[config.mk]
export PLATFORM = sky130hd
export DESIGN_NAME = fractal_axis_packer
export DESIGN_NICKNAME = d
export VERILOG_FILES = /design/src/rtl/fractal_pkg.sv /design/src/rtl/sync_fifo_fwft.sv /design/src/rtl/fractal_axis_packer.sv
export SDC_FILE = /design/constraint.sdc
export NUM_CORES = 2
export LEC_CHECK = 0
export ABC_AREA = 1
export CAP_MARGIN = 20
export CORE_MARGIN = 3
export CORE_UTILIZATION = 30
export CTS_CLUSTER_DIAMETER = 150
export CTS_CLUSTER_SIZE = 10
export DETAILED_ROUTE_END_ITERATION = 10
export GPL_TIMING_DRIVEN = 0
export SYNTH_ARGS = -nofsm -noshare
export SYNTH_HDL_FRONTEND = slang
export SYNTH_HIERARCHICAL = 1
export SYNTH_SLANG_ARGS = --single-unit
export TNS_END_PERCENT = 10
[constraint.sdc]
create_clock -name clk -period 3.9 [get_ports clk]
set_clock_uncertainty 0.2 [all_clocks]
set_input_delay 0.39 -clock clk [delete_from_list [all_inputs] [get_ports clk]]
set_output_delay 0.39 -clock clk [all_outputs]
set_load 0.01 [all_outputs]
[src/rtl/fractal_pkg.sv]
// fractal_pkg
//   Types shared by the fractal AXI-Stream packer and its FIFO:
//   FSM state encoding, palette (color_mode) encodings, the pixel word that
//   travels through the FIFO, and the palette mapping function.
package fractal_pkg;

    typedef enum logic [1:0] {
        WAIT_SOF = 2'd0,
        RUN      = 2'd1,
        DROP     = 2'd2
    } state_t;

    typedef enum logic [1:0] {
        MODE_GRAY   = 2'd0,   // R=G=B=data
        MODE_INV    = 2'd1,   // R=G=B=~data
        MODE_HEAT   = 2'd2,   // R=data, G=sat(2*data), B=255-data
        MODE_RGB332 = 2'd3    // data split 3:3:2, each field scaled to 8 bits
    } color_mode_t;

    typedef struct packed {
        logic [23:0] rgb;
        logic        sof;
        logic        eol;
    } pixel_t;

    localparam int PIXEL_W = $bits(pixel_t);

    // Map an 8-bit iteration value to {R,G,B}.
    function automatic logic [23:0] palette(input color_mode_t mode, input logic [7:0] d);
        logic [7:0] r, g, b;
        case (mode)
            MODE_GRAY: begin
                r = d; g = d; b = d;
            end
            MODE_INV: begin
                r = ~d; g = ~d; b = ~d;
            end
            MODE_HEAT: begin
                r = d;
                g = d[7] ? 8'hFF : {d[6:0], 1'b0};   // 2*d saturated at 255
                b = 8'hFF - d;
            end
            default: begin
                // field*36 peaks at 252 and field*85 at 255, so 8 bits never overflow
                r = 8'({5'd0, d[7:5]} * 8'd36);
                g = 8'({5'd0, d[4:2]} * 8'd36);
                b = 8'({6'd0, d[1:0]} * 8'd85);
            end
        endcase
        return {r, g, b};
    endfunction

endpackage

[src/rtl/sync_fifo_fwft.sv]
// sync_fifo_fwft
//   Single-clock first-word-fall-through FIFO. The head entry is visible on
//   rd_data whenever empty is low; rd_en pops it.
//   Ports:
//     clk, resetn        clock, async active-low reset (empties the FIFO)
//     wr_en, wr_data     push request / data (ignored while full)
//     full               no free entry (push+pop on a full FIFO still refuses the push)
//     rd_en              pop request (ignored while empty)
//     rd_data            head entry, forced to zero while empty
//     empty              no entry held
//   DEPTH must be a power of two, at least 4.
module sync_fifo_fwft #(
    parameter int WIDTH = 26,
    parameter int DEPTH = 64
) (
    input  logic             clk,
    input  logic             resetn,
    input  logic             wr_en,
    input  logic [WIDTH-1:0] wr_data,
    output logic             full,
    input  logic             rd_en,
    output logic [WIDTH-1:0] rd_data,
    output logic             empty
);

    localparam int AW = $clog2(DEPTH);

    // Pointers carry one extra wrap bit so full and empty are distinguishable.
    logic [AW:0]      wr_ptr, rd_ptr;
    logic [WIDTH-1:0] mem [DEPTH];
    logic             push, pop;

    assign empty = (wr_ptr == rd_ptr);
    assign full  = (wr_ptr[AW] != rd_ptr[AW]) && (wr_ptr[AW-1:0] == rd_ptr[AW-1:0]);
    assign push  = wr_en && !full;
    assign pop   = rd_en && !empty;

    always_ff @(posedge clk) begin
        if (push) mem[wr_ptr[AW-1:0]] <= wr_data;
    end

    always_ff @(posedge clk or negedge resetn) begin
        if (!resetn) begin
            wr_ptr <= '0;
            rd_ptr <= '0;
        end else begin
            if (push) wr_ptr <= wr_ptr + 1'b1;
            if (pop)  rd_ptr <= rd_ptr + 1'b1;
        end
    end

    // Zero while empty so downstream sees clean data after reset. The head
    // slot is never overwritten while occupied, so it holds through stalls.
    assign rd_data = empty ? '0 : mem[rd_ptr[AW-1:0]];

endmodule

[src/rtl/fractal_axis_packer.sv]
// fractal_axis_packer
//   Converts the fractal generator's pixel beats into an AXI4-Stream video
//   stream: palette-maps each 8-bit iteration value to 24-bit RGB, tags the
//   first pixel of a frame (tuser) and the last of a line (tlast), and
//   buffers through a FWFT FIFO. After a FIFO overflow the rest of the frame
//   is discarded and capture resumes at the next frame_start.
//   Ports:
//     clk, resetn                     clock, async active-low reset
//     data, data_enable               pixel value / pixel valid
//     frame_start, line_end           frame and line markers
//     color_mode                      palette, taken on frame_start beats only
//     m_axis_tdata/tvalid/tready/
//     m_axis_tuser/tlast              AXI4-Stream master
//     overflow                        sticky, a beat was lost to a full FIFO
//     frame_count                     accepted frame starts, wrapping
module fractal_axis_packer
    import fractal_pkg::*;
#(
    parameter int FIFO_DEPTH = 64
) (
    input  logic        clk,
    input  logic        resetn,
    input  logic [7:0]  data,
    input  logic        data_enable,
    input  logic        frame_start,
    input  logic        line_end,
    input  logic [1:0]  color_mode,
    output logic [23:0] m_axis_tdata,
    output logic        m_axis_tvalid,
    input  logic        m_axis_tready,
    output logic        m_axis_tuser,
    output logic        m_axis_tlast,
    output logic        overflow,
    output logic [15:0] frame_count
);

    // ---------------- input register stage ----------------
    logic        in_de, in_fs, in_le;
    logic [7:0]  in_data;
    color_mode_t in_mode;

    always_ff @(posedge clk or negedge resetn) begin
        if (!resetn) begin
            in_de   <= 1'b0;
            in_fs   <= 1'b0;
            in_le   <= 1'b0;
            in_data <= '0;
            in_mode <= MODE_GRAY;
        end else begin
            in_de   <= data_enable;
            in_fs   <= frame_start;
            in_le   <= line_end;
            in_data <= data;
            in_mode <= color_mode_t'(color_mode);
        end
    end

    // ---------------- FSM ----------------
    state_t state_q, state_nx;
    logic   fifo_full, fifo_empty;
    logic   accept;      // registered beat belongs to a frame being captured
    logic   fifo_wr;
    logic   ovf_set;

    // A frame_start beat opens a frame from any state, so its own pixel
    // is captured even when the FSM is still in WAIT_SOF or DROP.
    assign accept = in_de && (in_fs || state_q == RUN);

    always_ff @(posedge clk or negedge resetn) begin
        if (!resetn) state_q <= WAIT_SOF;
        else         state_q <= state_nx;
    end

    always_comb begin
        state_nx = state_q;
        if (in_fs)                 state_nx = RUN;
        if (accept && fifo_full)   state_nx = DROP;
    end

    always_comb begin
        fifo_wr = accept && !fifo_full;
        ovf_set = accept &&  fifo_full;
    end

    // ---------------- frame bookkeeping ----------------
    color_mode_t mode_q, mode_eff;
    logic        sof_pending;
    pixel_t      wr_pix, rd_pix;

    // The frame_start beat itself already uses the newly selected palette.
    assign mode_eff = in_fs ? in_mode : mode_q;

    always_comb begin
        wr_pix.rgb = palette(mode_eff, in_data);
        wr_pix.sof = in_fs | sof_pending;
        wr_pix.eol = in_le;
    end

    always_ff @(posedge clk or negedge resetn) begin
        if (!resetn) begin
            mode_q      <= MODE_GRAY;
            sof_pending <= 1'b0;
            frame_count <= '0;
            overflow    <= 1'b0;
        end else begin
            if (in_fs) begin
                mode_q      <= in_mode;
                frame_count <= frame_count + 16'd1;
            end
            // The written pixel carries the start-of-frame flag away with it.
            if (fifo_wr)    sof_pending <= 1'b0;
            else if (in_fs) sof_pending <= 1'b1;
            if (ovf_set) overflow <= 1'b1;
        end
    end

    // ---------------- output FIFO ----------------
    sync_fifo_fwft #(
        .WIDTH (PIXEL_W),
        .DEPTH (FIFO_DEPTH)
    ) u_fifo (
        .clk     (clk),
        .resetn  (resetn),
        .wr_en   (fifo_wr),
        .wr_data (wr_pix),
        .full    (fifo_full),
        .rd_en   (m_axis_tready),
        .rd_data (rd_pix),
        .empty   (fifo_empty)
    );

    assign m_axis_tvalid = !fifo_empty;
    assign m_axis_tdata  = rd_pix.rgb;
    assign m_axis_tuser  = rd_pix.sof;
    assign m_axis_tlast  = rd_pix.eol;

endmodule

Word-level counts from Yosys, hierarchy flattened
Memories as Yosys holds them, arrays and structs flattened.
Index checks and enable logic that the tools add are counted.
{"block": "classes", "add_sub_neg": 4, "n_reduce_logical": 13, "mul": 3, "n_eq_ne": 6, "mux": 12, "n_bitwise": 2}
{"cell": "case mux 8 bit (3 select lines)", "count": 2}
{"cell": "2-to-1 mux 26 bit", "count": 1}
{"cell": "adder 16 x 1 -> 16 bit (second input constant)", "count": 1}
{"cell": "case mux 8 bit (2 select lines)", "count": 1}
{"cell": "adder 7 x 1 -> 7 bit (second input constant)", "count": 2}
{"cell": "multiplier 3 x 4 -> 6 bit (second input constant)", "count": 2}
{"cell": "multiplier 2 x 7 -> 8 bit (second input constant)", "count": 1}
{"cell": "2-to-1 mux 8 bit", "count": 1}
{"cell": "inverter 8 bit", "count": 1}
{"cell": "subtractor 8 bit (first input constant)", "count": 1}
{"cell": "== test 7 bit", "count": 1}
{"cell": "== test 6 bit", "count": 1}
{"cell": "logical AND 1 bit", "count": 6}
{"cell": "2-to-1 mux 2 bit", "count": 3}
{"cell": "== test 2 x 1 -> 1 bit (second input constant)", "count": 2}
{"cell": "2-to-1 mux 1 bit", "count": 4}
{"cell": "nonzero test 2 bit", "count": 2}
{"cell": "== test 2 bit (second input constant)", "count": 1}
{"cell": "zero test 1 bit", "count": 2}
{"cell": "zero test 2 bit", "count": 1}
{"cell": "OR reduction 2 bit", "count": 1}
{"cell": "logical OR 1 bit", "count": 1}
{"cell": "!= test 1 bit", "count": 1}
{"cell": "bitwise OR 1 bit", "count": 1}
{"block": "word_totals", "ff_bits": 49, "output_inout_bits": 44, "word_cells": 53, "ramBits": 1664, "mem_count": 1}
{"name": "u_fifo.mem", "words": 64, "word_bits": 26, "read_ports": 1, "rd_clocked_by_memory_dff": 0, "write_ports": 1, "line_no": "sync_fifo_fwft.sv:30", "source": "logic [WIDTH-1:0] mem [DEPTH];"}

Logic depth before layout (Yosys ltp)
{"block": "depth", "depth_word": 7, "mapped_depth": 16, "depth_no_buf": 13}

Cells and area by module
Netlist, hierarchy kept.
{"module": "sync_fifo_fwft", "seq_area_each_um2": 50318.3, "cells_each": 6964, "n_inst": 1, "area_each_um2": 72378.2}
{"module": "fractal_axis_packer", "seq_area_each_um2": 875.8, "cells_each": 244, "n_inst": 1, "area_each_um2": 1895.6}

Worst setup path after synthesis
OpenSTA, ideal clock, no wires.
{"block": "synth_timing", "path_kind": "register -> register", "from": "register in_fs", "to": "memory u_fifo.mem[0][18] (data pin)", "synth_period_minus_slack_ns": 4.268, "path_slack_ns": -0.368, "required_time_ns": 2.998, "stages_incl_launch_ff": 6, "setup_ns": 0.702, "t_arrival_ns": 3.367, "path_buffers": 2, "cell_sequence": "dfrtp_1 -> buf_6 -> nand2_2 -> nand2_4 -> buf_6 -> o21ai_0"}
{"element": "start, declared", "line_no": "fractal_axis_packer.sv:38", "source": "logic in_de, in_fs, in_le;"}
{"element": "start signal, assigned", "line_no": "fractal_axis_packer.sv:51", "source": "in_fs <= frame_start;"}
{"element": "end, declared", "line_no": "sync_fifo_fwft.sv:30"}

Worst setup path in the final report
{"block": "layout_timing", "from": "register u_fifo.rd_ptr[2]", "to": "output port m_axis_tdata[22]"}
{"block": "layout_between", "elab_chain_cells": 2, "elab_cells_between_ends": 3}
{"element": "start, declared", "line_no": "sync_fifo_fwft.sv:29", "source": "logic [AW:0] wr_ptr, rd_ptr;"}
{"element": "start signal, assigned", "line_no": "sync_fifo_fwft.sv:48", "source": "if (pop) rd_ptr <= rd_ptr + 1'b1;"}
{"element": "memory (64 x 26 bit) / == test 7 bit (equally long branches)"}
{"element": "2-to-1 mux 26 bit *", "line_no": "sync_fifo_fwft.sv:54", "source": "assign rd_data = empty ? '0 : mem[rd_ptr[AW-1:0]];"}
{"element": "end, declared", "line_no": "fractal_axis_packer.sv:28", "source": "output logic [23:0] m_axis_tdata,"}
Mark *: on every way between the ends. The rest lies on a longest branch, timed or not.

==> impl_metrics.yaml <==
global_routing:
  grt-ovfl-total: 0
  grt_pass1_vias: 49300
  antenna_found_initial: 5
  grt_pass1_wl_mm: 336
  grt_max_degree: 66
  grt_usage_pct: 18.1
power:
  vdd_drop_max_uv: 503
  power_density_mw_per_mm2: 753
  leakage_nw: 37.0
final_layout:
  post_route_cells_drive_above_1_share_pct: 15.8
  syn_to_final_growth_pct: 21.9
  antenna_cells: 0
  design_area_mm2: 0.0906
  fin_cells: 11000
  nets: 7668
yosys:
  synth_area_per_cell_um2: 10.3
  synth_top_area_share_pct: 67.3
  synth_edf_count: 1664
  async_reset_ff_share_pct: 2.86
  synthesis.area_mm2: 0.0743
  yosysTopAreaCell: "edfxtp_1"
  yosys-top-cells-area: "edfxtp_1 67%, nand2_1 13%, nand3_1 5.5%"
  syn_nets: 7227
  synthCells: 7208
  yosys-top-cells-count: "2580 x nand2_1, 1664 x edfxtp_1, 1001 x inv_1"
  synth_most_common_cell: "nand2_1"
  synth_ff_type: "edfxtp_1"
  yosys_warnings: 6
  synth.distinct_cells: 36
  ys_ff_latch: 1713
  seq_area_frac_synth_pct: 68.9
floorplan:
  die_area_mm2: 0.254
  io_pins: 60
  rows: 182
  core_mm2: 0.246
  fp.dieH_um: 504
  initial_core_util_pct: 30.2
  die_w_um: 504
detailed_routing:
  wl_met3_mm: 23.5
  dr.pass1.iters: 6
  drtAntennaViolNets: 0
  routed_wl_mm: 237
  wl_per_cell_um: 21.5
  drt-met1-wl_mm: 95.6
  drtIter0Drc: 6255
  highest_layer: "met4"
  wl_met2_mm: 107
  drc: 0
  avgViaCountPerCell: 4.78
  num_vias: 52600
worst_setup_path:
  cp_data_arrival_time_ns: 3.52
  cp-start-kind: "flop"
  r2r_cells: 16
  cp.required_ns: 3.31
  worstSetupEndpointType: "output pin"
  worstPathMaxFanout: 10
  path_class: "reg2out"
timing:
  setup_tns_ns: -1.13
  finalHoldViolations: 0
  whs_ns: 0.231
  period_share_pct: 105
  worst_slack_ns: -0.206
  rsz0062_at_grt: "true"
  max_freq_mhz: 244
  worst_pin_slew_ns: 1.15
  slew_headroom_pct: 23.3
  finalSetupViolations: 17
  slew_viol_final: 0
  period_needed_ns: 4.11
clock_tree:
  cts_buffer_depth: 3
  cts.htree.levels: 4
  clock_sinks: 1713
  cts_made_buffers: 189
  cts_tree: "yes"
  clkTransAtPathRegs_ns: 0.06
  clk_latency_ns: 0.85
  cts-root-buf: "clkbuf_16"
min_path:
  hp-class: "in2reg"
  whs_path_depth: 3
place:
  place_inst: 10700
  gp_congestion: 1.01
  placed_area_mm2: 0.0813
  portBuffers: 59
  dp_hpwl_mm: 161
status:
  violations: "negative setup slack"
  status: "finished, violations left"
run:
  maxCapViolCount: 0
cell type report:
cell class	instances	area, um^2
Multi-Input combinational cell	4134	19600
Clock buffer	227	4870
Clock inverter	16	425
Fill cell	23800	156000
Sequential cell	1713	51200
Inverter	1016	3870
Buffer	348	3070
Tap cell	3312	4140
Timing Repair Buffer	247	3420
per-layer routing:
| layer | GRT usage (%) | vias up |
|---|---|---|
| met4 | 7.54 | 0 |
| met2 | 28.4 | 2560 |
| li1 | - | 24100 |
| met1 | 24.8 | 25500 |
| met3 | 3.10 | 436 |
| met5 | 0 | - |
flip-flops by register name, indices dropped and copies added, names as in the netlist, 2 cells and up:
signal / cells
mode_q: 2
u_fifo/rd_ptr: 7
in_mode: 2
u_fifo/wr_ptr: 7
in_data: 8
frame_count: 16
state_q: 2
u_fifo/mem: 1664
critical path, stage by stage (launching register included):
cell	delay, ns
dfrtp_1	0.37
buf_6	0.28
buf_2	0.53
buf_2	0.44
nand3_1	0.25
nand3_1	0.23
nand2_1	0.12
nand3_4	0.15
a21oi_4	0.12
buf_6	0.14
per-stage QoR:
stage,util (%),power [W],worst slack (ns)
2_1_floorplan,-,0.0355,-0.368
3_3_place_gp,32.1,0.0463,-6.26
3_5_place_dp,33.0,0.0469,-1.03
4_1_cts,36.2,0.0660,-0.275
5_1_grt,36.8,0.0708,-0.191
6_report,36.8,0.0682,-0.206
cells in the final DEF (no fill, tap or decap), types with 13 or more instances in the layout:
| cell type | netlist | final |
|---|---|---|
| a21oi_1 | 79 | 49 |
| a21oi_4 | 0 | 26 |
| buf_12 | 0 | 63 |
| buf_16 | 0 | 22 |
| buf_2 | 148 | 83 |
| buf_4 | 20 | 106 |
| buf_6 | 59 | 100 |
| buf_8 | 1 | 65 |
| clkbuf_1 | 93 | 61 |
| clkbuf_16 | 0 | 200 |
| clkbuf_2 | 1 | 45 |
| clkbuf_4 | 0 | 13 |
| clkdlybuf4s50_1 | 0 | 32 |
| dfrtp_1 | 49 | 47 |
| dlygate4sd3_1 | 0 | 15 |
| edfxtp_1 | 1664 | 1664 |
| inv_1 | 1001 | 965 |
| inv_2 | 10 | 35 |
| nand2_1 | 2580 | 2467 |
| nand2_2 | 10 | 106 |
| nand2_4 | 2 | 19 |
| nand3_1 | 817 | 678 |
| nand3_2 | 2 | 101 |
| nand3_4 | 0 | 40 |
| nand4_1 | 16 | 16 |
| nor2_1 | 396 | 303 |
| nor2_2 | 3 | 33 |
| nor2_4 | 1 | 72 |
| o21ai_0 | 84 | 79 |
| o21ai_1 | 58 | 61 |
| or2_2 | 34 | 33 |
| xor2_1 | 21 | 20 |
what timing repair did:
item | in CTS | in global routing
gates resized for setup | 677 | 327
setup buffers | 30 | 21
endpoints found under the setup margin | 1384 | 580
endpoints found under the hold margin | 62 | 0
gates cloned | 6 | 16
hold buffers | 16 | 0
pin swaps | 70 | 75
power by group:
| part | internal, W | switching, W |
|---|---|---|
| sequential | 0.0214 | 0.000240 |
| combinational | 0.00986 | 0.0207 |
| clock | 0.00878 | 0.00718 |
| total | 0.0400 | 0.0282 |
kinds of logic (layout without fill, tap and decap cells):
logic type | count (synthesis) | count (layout) | synth area share (%)
DFF | 1713 | 1713 | 68.9
adders and majority gates | 3 | 3 | 0.0505
AOI/OAI and AO/OA | 229 | 229 | 1.57
xor gates and xnor gates | 25 | 25 | 0.295
and+or+nand+nor | 3869 | 3877 | 21.3
buffers and inverters | 1369 | 1854 | 7.89
final timing paths:
path                                                   start                      endpoint  slack [ns]
max in group asynchronous                             resetn        state_q[1]$_DFFE_PN0P_        2.86
worst max-delay path            u_fifo/rd_ptr[2]$_DFFE_PN0P_              m_axis_tdata[22]       -0.21
worst max register to register  u_fifo/rd_ptr[1]$_DFFE_PN0P_    u_fifo/mem[0][9]$_DFFE_PP_        0.09
worst min register to register        state_q[0]$_DFFE_PN0P_        state_q[0]$_DFFE_PN0P_        0.28
min in group asynchronous                             resetn   frame_count[12]$_DFFE_PN0P_        0.45
worst min-delay path                           m_axis_tready  u_fifo/rd_ptr[6]$_DFFE_PN0P_        0.23
(Power assumes the default switching activity.)
